==> src/rtl/logic_pod_ram_pkg.sv <==
// logic_pod_ram_pkg: shared FSM encoding and DDR write constants for the logic-pod RAM writer
package logic_pod_ram_pkg;
  typedef enum logic [2:0] {
    S_IDLE,
    S_FETCH,
    S_LOAD0,
    S_LOAD1,
    S_WDF0,
    S_WDF1,
    S_CMD
  } state_t;
  localparam logic [2:0] APP_CMD_WRITE = 3'b000;
  localparam int ADDR_VALID_BIT = 28;
  localparam int BURST_BEATS = 2;
endpackage

==> src/rtl/logic_pod_ram_writer.sv <==
// logic_pod_ram_writer: round-robin drain of two pod addr/data FIFOs into two-beat DDR app write bursts
module logic_pod_ram_writer
  import logic_pod_ram_pkg::*;
(
  input  logic             clk_ram,
  input  logic             rst,
  input  logic [1:0]       addr_fifo_empty,
  output logic [1:0]       addr_fifo_rd_en,
  input  logic [1:0][28:0] addr_fifo_rd_data,
  output logic [1:0]       data_fifo_rd_en,
  input  logic [1:0][255:0] data_fifo_rd_data,
  input  logic [1:0][8:0]  data_fifo_rd_size,
  output logic             app_en,
  output logic [2:0]       app_cmd,
  output logic [28:0]      app_addr,
  input  logic             app_rdy,
  output logic             app_wdf_wren,
  output logic [255:0]     app_wdf_data,
  output logic [31:0]      app_wdf_mask,
  output logic             app_wdf_end,
  input  logic             app_wdf_rdy,
  output logic             idle,
  output logic             err_bad_cmd,
  output logic [31:0]      burst_count
);
  state_t state;
  logic sel, last_pod, discard;
  logic [27:0] addr_q;
  logic [255:0] d0, d1;
  logic [1:0] elig, sel_oh;
  logic next_sel;
  assign elig[0] = !addr_fifo_empty[0] && (data_fifo_rd_size[0] >= 9'd2);
  assign elig[1] = !addr_fifo_empty[1] && (data_fifo_rd_size[1] >= 9'd2);
  // on a tie serve the pod not served last; otherwise the single eligible pod
  assign next_sel = (elig == 2'b11) ? ~last_pod : ~elig[0];
  assign sel_oh = sel ? 2'b10 : 2'b01;
  always_ff @(posedge clk_ram) begin
    if (rst) begin
      state <= S_IDLE;
      sel <= 1'b0;
      last_pod <= 1'b1;
      discard <= 1'b0;
      addr_q <= '0;
      d0 <= '0;
      d1 <= '0;
      err_bad_cmd <= 1'b0;
      burst_count <= '0;
    end else begin
      case (state)
        S_IDLE: if (|elig) begin
          sel <= next_sel;
          state <= S_FETCH;
        end
        S_FETCH: state <= S_LOAD0;
        S_LOAD0: begin
          addr_q <= addr_fifo_rd_data[sel][27:0];
          d0 <= data_fifo_rd_data[sel];
          discard <= !addr_fifo_rd_data[sel][ADDR_VALID_BIT];
          if (!addr_fifo_rd_data[sel][ADDR_VALID_BIT]) err_bad_cmd <= 1'b1;
          state <= S_LOAD1;
        end
        S_LOAD1: begin
          d1 <= data_fifo_rd_data[sel];
          state <= discard ? S_IDLE : S_WDF0;
        end
        S_WDF0: if (app_wdf_rdy) state <= S_WDF1;
        S_WDF1: if (app_wdf_rdy) state <= S_CMD;
        S_CMD: if (app_rdy) begin
          burst_count <= burst_count + 32'd1;
          last_pod <= sel;
          state <= S_IDLE;
        end
        default: state <= S_IDLE;
      endcase
    end
  end
  // address pops once per burst, data pops twice so discarded bursts keep the FIFOs aligned
  assign addr_fifo_rd_en = (state == S_FETCH) ? sel_oh : 2'b00;
  assign data_fifo_rd_en = (state == S_FETCH || state == S_LOAD0) ? sel_oh : 2'b00;
  assign app_wdf_wren = (state == S_WDF0) || (state == S_WDF1);
  assign app_wdf_end = (state == S_WDF1);
  assign app_wdf_data = (state == S_WDF1) ? d1 : d0;
  assign app_wdf_mask = '0;
  assign app_en = (state == S_CMD);
  assign app_cmd = APP_CMD_WRITE;
  assign app_addr = {1'b0, addr_q};
  assign idle = (state == S_IDLE);
endmodule

==> config.mk <==
export PLATFORM = sky130hd
export DESIGN_NAME = logic_pod_ram_writer
export DESIGN_NICKNAME = d
export VERILOG_FILES = /design/src/rtl/logic_pod_ram_pkg.sv /design/src/rtl/logic_pod_ram_writer.sv
export SDC_FILE = /design/constraint.sdc
export NUM_CORES = 1
export LEC_CHECK = 0
export ABC_AREA = 1
export CORE_AREA = 5 5 372 374
export CTS_BUF_LIST = sky130_fd_sc_hd__clkbuf_8 sky130_fd_sc_hd__clkbuf_16
export DETAILED_ROUTE_END_ITERATION = 8
export DIE_AREA = 0 0 377 379
export HOLD_SLACK_MARGIN = 0.1
export SLEW_MARGIN = 20
export SYNTH_ARGS = -nofsm -noshare
export SYNTH_HDL_FRONTEND = slang
export SYNTH_SLANG_ARGS = --single-unit
==> constraint.sdc <==
create_clock -name clk_ram -period 1.53 [get_ports clk_ram]
set_input_delay 0.153 -clock clk_ram [delete_from_list [all_inputs] [get_ports clk_ram]]
set_output_delay 0.153 -clock clk_ram [all_outputs]
set_load 0.05 [all_outputs]
== Word-level counts from Yosys, hierarchy flattened ==
Index checks and enable logic that the tools add are counted.
Word-level totals
  bits in registers: 579
  input port bits: 594
  output and inout bits: 361
  word-level logic and storage cells: 55
Operators by class
  $add $sub $neg: 1
  order comparisons: 3
  eq/ne operators: 11
  mux-type cells: 15
  bitwise operators: 3
  reductions and logical operators: 13
Operators by type and width (count)
  $mux 256: 3
  $mux 29: 2
  $add 32x1->32 const B: 1
  $pmux 3 s7: 1
  $ge 9x2->1 const B: 2
  $mux 3: 5
  $eq 3x3->1 const B: 3
  $eq 3x2->1 const B: 2
  $mux 2: 3
  $ne 2x1->1 const B: 3
  $reduce_and 2->1: 3
  $reduce_and 4->1: 1
  $eq 3x1->1 const B: 1
  $logic_not 1->1: 3
  $logic_not 3->1: 1
  $not 1->1: 3
  $eq 2x2->1 const B: 1
  $logic_and 1x1->1: 2
  $logic_or 1x1->1: 2
  $lt 1x2->1 const B: 1
  $ne 2x2->1 const B: 1
  $reduce_or 2->1: 1
  $mux 1: 1

== Depth between registers and ports, before layout ==
  word-level depth: 5
  depth in mapped cells: 10
  gate-level depth less buffers: 10

== Worst setup path after synthesis ==
Ideal clock, no wire load.
  path kind: register to output
  start: register state[1]
  end: output app_wdf_data[246]
  arrival: 2.262 ns
  data required time: 1.377 ns
  setup slack: -0.885 ns
  stages on the path, launching flop included: 8
  buffers on the path: 3
  cell sequence: dfxtp_1 buf_2 inv_1 nand2_1 nor2_4 buf_2 buf_2 o21ai_0
Between the ends
  cells in the longest elaborated chain, start to end: 2
Ends and longest elaborated chain
  from (decl): line logic_pod_ram_writer.sv:26  | state_t state;
  from (signal assigned): line logic_pod_ram_writer.sv:64  | state <= discard ? S_IDLE : S_WDF0;
  $eq 3x3->1
  named net app_wdf_end: line logic_pod_ram_writer.sv:20  | output logic app_wdf_end,
  $mux 256: line logic_pod_ram_writer.sv:82  | assign app_wdf_data = (state == S_WDF1) ? d1 : d0;
  to (decl): line logic_pod_ram_writer.sv:18  | output logic [255:0] app_wdf_data,
The timed path passes the listed nets, and every way through them passes these cells.

== Final worst setup path ==
  start: register state[1]
  end: output app_wdf_data[125]
Between the ends
  cells in the longest elaborated chain, start to end: 2
Ends and longest elaborated chain (line)
  $eq 3x3->1: logic_pod_ram_writer.sv:82
  $mux 256: logic_pod_ram_writer.sv:82
Every way passes these cells.

==> results.cfg <==
[routing]
drc = 0
dr_total_vias = 29690
wire_per_inst_um = 16.92
vias_per_cell = 4.278
drt_iter0_markers = 1795
wl_um = 117400
ant_nets = 0
drt-pass1-iter-count = 6

[pwr]
p_int_mw = 33.95
p_total_mw = 51.61
pwr-share-clk_pct = 33.4
p_leak_nw = 17.99
p_seq_share_pct = 32.9
p_comb_share_pct = 33.7
p_switching_mw = 17.66
power_density_nw_per_um2 = 1122
ir_drop_v = 0.0006985
netSwitchingFraction_pct = 34.21

[sta]
rsz0062_at_grt = yes
worstMarginPinSlew_ps = 525.6
min_period_ps = 2388
hold_viol = 0
period_share_pct = 156.1
max_freq_mhz = 418.7
max_slew_margin_pct = 64.59
setup_violations = 552
hold-worst-slack_ps = 183.0
drv_slew = 0
fin_worst_skew_ps = 26.84
setup_ws_ps = -858.1

[worst_setup_path]
crit_path_max_fanout = 33
crit_arrival_ps = 2240
end_kind = output port
cpMaxStageDelayCell = dfxtp_2
worstPathRequired_ps = 1380
critPathMaxStageDelay_ps = 320
crit_path_frequent_cell = buf_12
start_kind = flip-flop
worst-path-buf-inv = 4
cp_top_family = buffers and inverters
path_class = reg -> out
path_cells = inv_2 > nand2_2 > nor2_4 > buf_12 > buf_12 > nand2_1 > o21ai_0 > buf_12

[logic_synthesis]
ys_types = 37
synth-warning-count = 0
synth_seq_area_share_pct = 41.90
syn-instance-count = 4132
syn_area_per_cell_sq_um = 6.696
synthesis.area_sq_um = 27670
synth_seq_cells = 579

[global_routing]
grt_start_max_net_pins = 82
first_global_vias = 28690
overflow = 0
antenna_found_initial = 16
grt_pass1_wl_um = 171400
grt_util_all_layers_pct = 15.59

[die]
ios = 955
dieArea_sq_um = 142900
core_area_sq_um = 134600
die_h_um = 379
die_width_um = 377
rows = 135
start_util_pct = 20.55

[placed_design]
place.gp.congestion = 0.8830
port_buffers = 916
place_ws_ps = -252.5
hpwlAfterDp_um = 91560

[finish]
syn_to_final_growth_pct = 66.29
fin_util_pct = 34.18
nets = 5692
drive_gt1_share_pct = 17.30
num-fill-cells = 14000

[clock_network]
cts_root_buf = clkbuf_16
htree_levels = 3
clock_path_buffers = 3
cts_made_buffers = 71
cts.clk_slew.worst_paths_ps = 60
clock_latency_ps = 650
cts_tree = done
cts.sinks = 579

[outcome]
status = finished with violations
violations = negative setup slack

[job]
maxCapViolCount = 0

[worst_hold_path]
worstHoldPathType = in -> reg
==> power by group through the flow <==
stage          clock network, mW  registers (mW)  logic (mW)
2_1_floorplan                  0            17.4        8.34
3_3_place_gp                   0            17.3        17.1
3_5_place_dp                   0            17.3        17.3
4_1_cts                     17.8            17.0        17.5
5_1_grt                     18.4            17.1        18.6
6_report                    17.2            17.0        17.4
==> repair_timing <==
action / 4_1_cts / 5_1_grt
endpoints found under the hold margin: 28 / 0
buffers inserted: 0 / 0
hold buffers: 54 / 0
setup endpoints to repair: 553 / 739
cloned: 0 / 1
resized for setup: 49 / 53
==> worst reg2reg max path: stages (launching register included) <==
cell	delay, ps
dfxtp_2	320
buf_4	150
nor2_1	220
nand2_4	110
buf_12	170
buf_12	170
buf_12	270
o21ai_0	190
a21oi_1	70
==> routing by layer <==
layer | GRT usage [%] | part of all wire, % | vias to the layer above
met5 | 0 | 0.043 | -
met1 | 18.14 | 40 | 13580
met4 | 6.674 | 3.8 | 8
met2 | 26.65 | 49 | 899
met3 | 4.619 | 7.5 | 201
li1 | - | - | 15000
==> path summary, 6_finish.rpt <==
kind | startpoint | endpoint | slack (ps) | cells past startpoint
worst max register to register | state[0] | d0[70] | -250 | 8
worst min-delay path | addr_fifo_rd_data[14] | addr_q[14] | 180 | 3
worst max-delay path | state[1] | app_wdf_data[125] | -860 | 8
worst min register to register | d1[246] | d1[246] | 440 | 2
==> placed cells by master, fill, tap and decap left out, types with 2 or more instances in the layout <==
| master | synthesis | layout |
|---|---|---|
| nor2_4 | 4 | 5 |
| clkbuf_8 | 0 | 14 |
| nor2_1 | 61 | 58 |
| dlygate4sd3_1 | 0 | 54 |
| o21ai_0 | 801 | 707 |
| inv_8 | 0 | 2 |
| o21ai_1 | 4 | 24 |
| inv_1 | 548 | 561 |
| nand2_2 | 2 | 7 |
| buf_6 | 12 | 8 |
| buf_12 | 0 | 315 |
| inv_2 | 4 | 4 |
| a21oi_1 | 433 | 431 |
| dfxtp_1 | 579 | 554 |
| a21oi_2 | 100 | 100 |
| nor2_2 | 3 | 5 |
| dfxtp_2 | 0 | 22 |
| buf_4 | 41 | 226 |
| nand4_1 | 9 | 9 |
| a21oi_4 | 0 | 2 |
| a31oi_1 | 28 | 28 |
| o21ai_4 | 0 | 29 |
| clkinv_16 | 0 | 2 |
| clkbuf_16 | 0 | 74 |
| nand2_1 | 1160 | 1154 |
| conb_1 | 1 | 36 |
| diode_2 | 0 | 9 |
| nor3b_1 | 3 | 3 |
| clkinv_2 | 0 | 10 |
| clkinvlp_4 | 0 | 4 |
| nor3_1 | 13 | 13 |
| bufinv_16 | 0 | 5 |
| dfxtp_4 | 0 | 3 |
| clkinv_8 | 0 | 2 |
| clkdlybuf4s50_1 | 0 | 591 |
| nand3_1 | 21 | 21 |
| o21ai_2 | 0 | 45 |
| xor2_1 | 6 | 6 |
==> flip-flops by register name (all words and copies together) (netlist names) <==
name	cells
last_pod	1
addr_q	28
state	3
burst_count	32
sel	1
d0	256
discard	1
err_bad_cmd	1
d1	256
==> layout make-up <==
cell class / count / area [sq um] / share of cell area (%)
Antenna cell: 9 / 22.52 / 0.04895
Multi-Input combinational cell: 2696 / 13020 / 28.30
Inverter: 553 / 2091 / 4.544
Clock inverter: 39 / 392.9 / 0.8539
Timing Repair Buffer: 1196 / 14600 / 31.74
Tap cell: 1781 / 2228 / 4.843
Clock buffer: 87 / 2019 / 4.389
Sequential cell: 579 / 11630 / 25.28
==> logic make-up after synthesis <==
kind of cell | synth area share (%)
other cells | 0.01355
simple gates | 17.95
compound gates | 26.33
buf+inv | 13.54
fa+ha+maj | 0.04522
xor+xnor | 0.2216
flops | 41.90
==> synthesized netlist by cell type <==
library cell	number	share of area, %
inv_1	548	7.4
and2_1	1	0.023
nand2_2	2	0.045
clkinv_1	1	0.014
buf_1	4	0.054
xnor2_1	1	0.032
buf_2	124	2.2
nand4_4	1	0.077
clkbuf_1	158	2.1
ha_1	1	0.045
nand3_1	21	0.38
and3_1	1	0.023
conb_1	1	0.014
o22ai_1	1	0.023
a22oi_1	1	0.027
xor2_1	6	0.19
a31oi_1	28	0.63
nand4_1	9	0.20
o211ai_1	1	0.027
o21ai_1	4	0.072
inv_2	4	0.054
a211oi_1	1	0.027
dfxtp_1	579	42
o21ai_0	801	14
nor3b_1	3	0.081
o21bai_1	1	0.027
nor2_2	3	0.068
nand2_1	1160	16
a21oi_1	433	7.8
nand3b_1	1	0.027
nand3_4	1	0.063
buf_4	41	1.1
nor3_1	13	0.24
a21oi_2	100	3.2
buf_6	12	0.49
nor2_4	4	0.16
nor2_1	61	0.83
==> through the flow <==
| stage | cell area, sq um | TNS (ps) | std cells |
|---|---|---|---|
| after detailed placement | 42810 | -113930 | 6750 |
| after global routing | 46000 | -282100 | 6936 |
| after global placement | 42810 | -99800 | 6750 |
| after CTS | 45860 | -244010 | 6930 |
| after floorplan | 28260 | -153450 | 4167 |
| final | 46010 | -219800 | 6940 |
No activity file was read; power rests on OpenSTA's default activity.
